===== src/rtl/pbus_target_if.sv =====
// PBus target-side bundle: request/command from the initiator, grant/rdata
// (and err when PBUS_TGT_ERR_EN is defined) back from the target.
//
// Handshake: the initiator raises req with we/addr/wdata and holds req until
// it sees grant=1 for one cycle; the target samples the command only on the
// edge where it accepts req from idle. After grant, req must go low for at
// least one cycle before the next request is recognised. rdata is valid only
// while grant=1.
interface pbus_target_if #(
  parameter int WIDTH = 8
);
  logic             req;
  logic             we;
  logic [WIDTH-1:0] addr;
  logic [WIDTH-1:0] wdata;
  logic             grant;
  logic [WIDTH-1:0] rdata;
`ifdef PBUS_TGT_ERR_EN
  logic             err;

  modport master (output req, we, addr, wdata, input grant, rdata, err);
  modport slave  (input req, we, addr, wdata, output grant, rdata, err);
`else
  modport master (output req, we, addr, wdata, input grant, rdata);
  modport slave  (input req, we, addr, wdata, output grant, rdata);
`endif
endinterface


===== src/rtl/pbus_target.sv =====
// PBus target: accepts one request at a time, inserts WAIT_CYCLES wait
// states, answers with a one-cycle grant and services the access against an
// internal DEPTH-entry register file.
// Optional feature macro: PBUS_TGT_ERR_EN -- adds the err strobe and flags
// out-of-range addresses (write suppressed, rdata 0). Without it the address
// wraps onto entry addr mod DEPTH.
module pbus_target #(
  parameter int WIDTH       = 8,
  parameter int DEPTH       = 16,
  parameter int WAIT_CYCLES = 2
) (
  input  logic         clk,
  input  logic         rst,
  pbus_target_if.slave bus,
  output logic [1:0]   dbg_state
);

  localparam int IDX_W = $clog2(DEPTH);

  localparam logic [1:0] ST_IDLE  = 2'd0;
  localparam logic [1:0] ST_WAIT  = 2'd1;
  localparam logic [1:0] ST_GRANT = 2'd2;
  localparam logic [1:0] ST_HOLD  = 2'd3;

  // Wait counter load value; unused when there are no wait states.
  localparam logic [3:0] CNT_INIT = (WAIT_CYCLES == 0) ? 4'd0 : 4'(WAIT_CYCLES - 1);

  logic [1:0]       state_q, state_d;
  logic [3:0]       cnt_q, cnt_d;
  logic             we_q, we_d;
  logic [WIDTH-1:0] addr_q, addr_d;
  logic [WIDTH-1:0] wdata_q, wdata_d;
  logic             grant_q, grant_d;
  logic [WIDTH-1:0] rdata_q, rdata_d;
  logic [WIDTH-1:0] mem_q [DEPTH];
  logic [WIDTH-1:0] mem_d [DEPTH];
  logic [IDX_W-1:0] idx;

  assign idx = addr_q[IDX_W-1:0];

`ifdef PBUS_TGT_ERR_EN
  logic err_q, err_d;
  logic addr_oob;
  // Widen by one bit so DEPTH == 2**WIDTH never reports out of range.
  assign addr_oob = ({1'b0, addr_q} >= (WIDTH + 1)'(DEPTH));
`else
  // Upper address bits only matter for the range check; here they wrap.
  logic unused_addr_hi;
  assign unused_addr_hi = ^addr_q;
`endif

  // Next-state, command latch, register-file update and response generation.
  always_comb begin
    state_d = state_q;
    cnt_d   = cnt_q;
    we_d    = we_q;
    addr_d  = addr_q;
    wdata_d = wdata_q;
    grant_d = 1'b0;
    rdata_d = '0;
    mem_d   = mem_q;
`ifdef PBUS_TGT_ERR_EN
    err_d   = 1'b0;
`endif
    case (state_q)
      ST_IDLE: begin
        if (bus.req) begin
          we_d    = bus.we;
          addr_d  = bus.addr;
          wdata_d = bus.wdata;
          if (WAIT_CYCLES == 0) begin
            state_d = ST_GRANT;
          end else begin
            state_d = ST_WAIT;
            cnt_d   = CNT_INIT;
          end
        end
      end
      ST_WAIT: begin
        // Dropping req during the wait states abandons the access untouched.
        if (!bus.req) begin
          state_d = ST_IDLE;
        end else if (cnt_q == 4'd0) begin
          state_d = ST_GRANT;
        end else begin
          cnt_d = cnt_q - 4'd1;
        end
      end
      ST_GRANT: begin
        grant_d = 1'b1;
        state_d = ST_HOLD;
`ifdef PBUS_TGT_ERR_EN
        if (addr_oob) err_d = 1'b1;
        else
`endif
        if (we_q) mem_d[idx] = wdata_q;
        else      rdata_d    = mem_q[idx];
      end
      ST_HOLD: begin
        // A held req must not re-trigger; wait for it to drop.
        if (!bus.req) state_d = ST_IDLE;
      end
      default: state_d = ST_IDLE;
    endcase
  end

  // State and register file, cleared asynchronously on reset.
  always_ff @(posedge clk or posedge rst) begin
    if (rst) begin
      state_q <= ST_IDLE;
      cnt_q   <= 4'd0;
      we_q    <= 1'b0;
      addr_q  <= '0;
      wdata_q <= '0;
      grant_q <= 1'b0;
      rdata_q <= '0;
      for (int i = 0; i < DEPTH; i++) mem_q[i] <= '0;
`ifdef PBUS_TGT_ERR_EN
      err_q   <= 1'b0;
`endif
    end else begin
      state_q <= state_d;
      cnt_q   <= cnt_d;
      we_q    <= we_d;
      addr_q  <= addr_d;
      wdata_q <= wdata_d;
      grant_q <= grant_d;
      rdata_q <= rdata_d;
      mem_q   <= mem_d;
`ifdef PBUS_TGT_ERR_EN
      err_q   <= err_d;
`endif
    end
  end

  assign bus.grant = grant_q;
  assign bus.rdata = rdata_q;
`ifdef PBUS_TGT_ERR_EN
  assign bus.err   = err_q;
`endif
  assign dbg_state = state_q;

endmodule


===== src/flat_wrapper.sv =====
// flat-port wrapper written by rule: the top's interface ports become plain ports
module pbus_target_flat 
#(
  parameter int WIDTH       = 8,
  parameter int DEPTH       = 16,
  parameter int WAIT_CYCLES = 2
)
  (clk, rst, dbg_state, bus_req, bus_we, bus_addr, bus_wdata, bus_grant, bus_rdata);
  pbus_target_if #(.WIDTH(WIDTH)) bus_i ();
  input  logic clk;
  input  logic rst;
  output logic [1:0] dbg_state;
  input wire logic [$bits(bus_i.req)-1:0] bus_req;
  input wire logic [$bits(bus_i.we)-1:0] bus_we;
  input wire logic [$bits(bus_i.addr)-1:0] bus_addr;
  input wire logic [$bits(bus_i.wdata)-1:0] bus_wdata;
  output wire logic [$bits(bus_i.grant)-1:0] bus_grant;
  output wire logic [$bits(bus_i.rdata)-1:0] bus_rdata;
  assign bus_i.req = bus_req;
  assign bus_i.we = bus_we;
  assign bus_i.addr = bus_addr;
  assign bus_i.wdata = bus_wdata;
  assign bus_grant = bus_i.grant;
  assign bus_rdata = bus_i.rdata;
  pbus_target #(.WIDTH(WIDTH), .DEPTH(DEPTH), .WAIT_CYCLES(WAIT_CYCLES)) u_core (.clk(clk), .rst(rst), .bus(bus_i), .dbg_state(dbg_state));
endmodule

===== config.mk =====
export PLATFORM = sky130hd
export DESIGN_NAME = pbus_target_flat
export DESIGN_NICKNAME = d
export VERILOG_FILES = /design/src/rtl/pbus_target_if.sv /design/src/rtl/pbus_target.sv /design/src/flat_wrapper.sv
export SDC_FILE = /design/constraint.sdc
export NUM_CORES = 1
export LEC_CHECK = 0
export ABC_AREA = 1
export CORE_ASPECT_RATIO = 1.4
export CORE_MARGIN = 2
export CORE_UTILIZATION = 55
export CTS_BUF_LIST = sky130_fd_sc_hd__clkbuf_4 sky130_fd_sc_hd__clkbuf_8 sky130_fd_sc_hd__clkbuf_16
export DETAILED_ROUTE_END_ITERATION = 16
export PLACE_DENSITY = 0.76
export RECOVER_POWER = 100
export REMOVE_ABC_BUFFERS = 1
export SETUP_SLACK_MARGIN = 0.15
export SLEW_MARGIN = 20
export SYNTH_ARGS = -nofsm -noshare
export SYNTH_HDL_FRONTEND = slang
export SYNTH_SLANG_ARGS = --single-unit

===== constraint.sdc =====
create_clock -name clk -period 5 [get_ports clk]
set_input_delay 0.75 -clock clk [delete_from_list [all_inputs] [get_ports clk]]
set_output_delay 0.75 -clock clk [all_outputs]
set_load 0.05 [all_outputs]

==> flow_metrics.py <==
metrics = {
    "outcome": {
        "status": "finished with violations",
        "violations": "max-capacitance violations, max-slew violations",
    },
    "place": {
        "hpwl_um": 9908,
        "numPortBuffers": 26,
        "placedCellCount": 1083,
        "gp_congestion": 0.7850,
    },
    "global_routing": {
        "met2_usage_pct": 36.95,
        "use_met3_pct": 4.308,
        "globalRouteTotalUtil_pct": 22.72,
        "grt_overflow_total": 0,
        "grt-busiest-layer": "met2",
        "grt_pass1_wl_um": 26680,
        "grt_max_degree": 97,
        "globalRouteMet1Util_pct": 30.23,
        "antenna_found_initial": 0,
        "grt_pass1_vias": 5299,
    },
    "detailed_routing": {
        "num_vias": 5747,
        "drc": 0,
        "ant_nets": 0,
        "wl_per_cell_um": 14.61,
        "drtPass1Iterations": 5,
        "viasPerCell": 5.164,
        "wl_um": 16260,
        "drtIter0Drc": 407,
    },
    "cells_and_area": {
        "layout_commonest_cell": "nand2_1",
        "drive_above_1_share_pct": 7.328,
        "insertedDiodeCount": 0,
        "fin_cells": 1113,
        "syn_to_final_growth_pct": 6.240,
        "nets": 939,
        "layout_common_cells": "nand2_1 (460), dfrtp_1 (156), o21ai_0 (105)",
    },
    "floorplan": {
        "fp-row-count": 51,
        "start_util_pct": 55.72,
        "die_area_mm2": 0.01494,
        "fp.coreArea_mm2": 0.01378,
        "io_pins": 31,
        "die_w_um": 103.9,
        "die_h_um": 143.8,
    },
    "clocking": {
        "clock-root-buffer": "clkbuf_16",
        "cts_hold_buf": 0,
        "clock_path_buffers": 2,
        "postCtsSetupBuffers": 0,
        "cts_tree": "yes",
        "clock_latency_ps": 420,
        "cts_buffers": 17,
        "htreeDepth": 4,
        "clock-sinks": 156,
        "cts_resized": 0,
        "path_clk_slew_ps": 60,
    },
    "min_path": {
        "hold_class": "reg -> reg",
    },
    "yosys": {
        "netlist_instances": 918,
        "yosysSeqAreaShare_pct": 50.83,
        "synth.avg_cell_area_um2": 8.366,
        "ys_types": 32,
        "synth_area_mm2": 0.007680,
        "ys_ff_latch": 156,
        "yosysWarnings": 0,
    },
    "timing": {
        "setup_tns_ps": 0,
        "hold_viol_final": 0,
        "fmax_mhz": 281.2,
        "rsz0062_at_grt": "no",
        "skew_ps": 6.531,
        "maxSlewHeadroom_pct": -14.78,
        "final_max_slew_viol_count": 99,
        "finalSetupViolations": 0,
        "finalCritPeriodShare_pct": 71.11,
        "worst_slew_pin_slew_ps": 1722,
        "whs_ps": 481.9,
        "period_needed_ps": 3556,
    },
    "worst_setup_path": {
        "path_class": "reg -> reg",
        "cp_num_buf_inv": 1,
        "endpoint_kind": "register",
        "cp_top_family": "buffers and inverters",
        "cp-start-kind": "register",
        "critPathRequiredTime_ps": 5270,
        "critPathArrivalTime_ps": 3820,
        "crit_chain": "clkbuf_1 -> nor2_2 -> nand3_4 -> o21ai_0",
        "path_max_fanout": 37,
        "max_stage_delay_ps": 1320,
        "crit_slowest_cell": "clkbuf_1",
    },
    "power_and_ir_drop": {
        "cellPowerDensity_mw_per_mm2": 622.1,
        "vdd_drop_max_v": 0.0003782,
        "p_leak_nw": 4.259,
    },
    "flow_run": {
        "drv_cap": 3,
    },
}
-- metrics by stage --
stage                     worst slack [ps]  area (um2)  power [mW]  utilization (%)
after CTS                             2460        8466       5.292            61.42
after floorplan                      43.49        7330       3.417                -
final                                 1444        8159       5.076            59.20
after global placement                2401        7858       3.887            57.01
after detailed placement              2367        7858       3.949            57.01
after global routing                  1225        8159       5.426            59.20
-- worst paths after layout --
kind | startpoint | endpoint | slack, ps | cells past startpoint
min in group asynchronous | rst | u_core.mem_q[53] | 980 | 2
max | u_core.addr_q[0] | u_core.mem_q[78] | 1440 | 4
max in group asynchronous | rst | u_core.mem_q[122] | 1890 | 3
min reg2reg | u_core.mem_q[75] | u_core.mem_q[75] | 480 | 2
min | u_core.mem_q[75] | u_core.mem_q[75] | 480 | 2
max reg2reg | u_core.addr_q[0] | u_core.mem_q[78] | 1440 | 4
-- state kept, by name (all words and copies together), names as in the netlist, named ones only --
signal,cells
u_core.dbg_state,1
u_core.cnt_q,4
u_core.we_q,1
u_core.mem_q,128
u_core.wdata_q,8
u_core.bus.rdata,8
u_core.addr_q,4
u_core.bus.grant,1
-- Yosys cell counts, drive strengths merged --
library cell  instances  share of area [%]
nor3                  1              0.065
o21ai               125                 11
nand4                 3               0.64
nand2               471                 24
xor2                  1               0.11
nor2                 48                3.6
dfrtp               156                 51
nand3                13                2.1
a21oi                21                1.4
inv                  25                1.3
buf                  37                3.9
clkbuf               13               0.64
mux2                  1               0.15
ha                    2               0.33
a22oi                 1              0.098
-- power by group --
part           leakage [nW]  internal [mW]  switching (mW)  total [mW]
combinational          1.91          0.510            1.21        1.72
sequential             2.05           1.72           0.303        2.03
clock                 0.302          0.841           0.485        1.33
-- logic make-up (layout without fill, tap and decap cells) --
kind of cell | Yosys count | count (layout) | share of synthesized area (%)
fa+ha+maj | 2 | 2 | 0.3258
simple gates | 536 | 536 | 30.45
compound gates | 147 | 147 | 12.25
buf+inv | 75 | 85 | 5.881
mux | 1 | 1 | 0.1466
xor+xnor | 1 | 1 | 0.1141
flops | 156 | 156 | 50.83
-- per-layer routing --
layer  part of all wire (%)  wire length, um  vias up
li1                       -                -     2884
met1                     45             7310     2699
met2                     48             7878      135
met3                    3.8              617       29
met4                    2.8              456        0
met5                      0                0        -
-- worst min-delay path: stages (launching register included) --
cell     delay [ps]
dfrtp_1         340
nand2_1          50
o21ai_0          50
-- layout make-up --
cell class	count	area, um2
inverters	25	106.4
flip-flops and latches	156	3904
well taps	185	231.5
clock inverters	7	112.6
fillers	1288	5624
clock buffers	23	495.5
multi-input cells	687	3030
repair buffers	30	279.0
(Power assumes the default switching activity.)
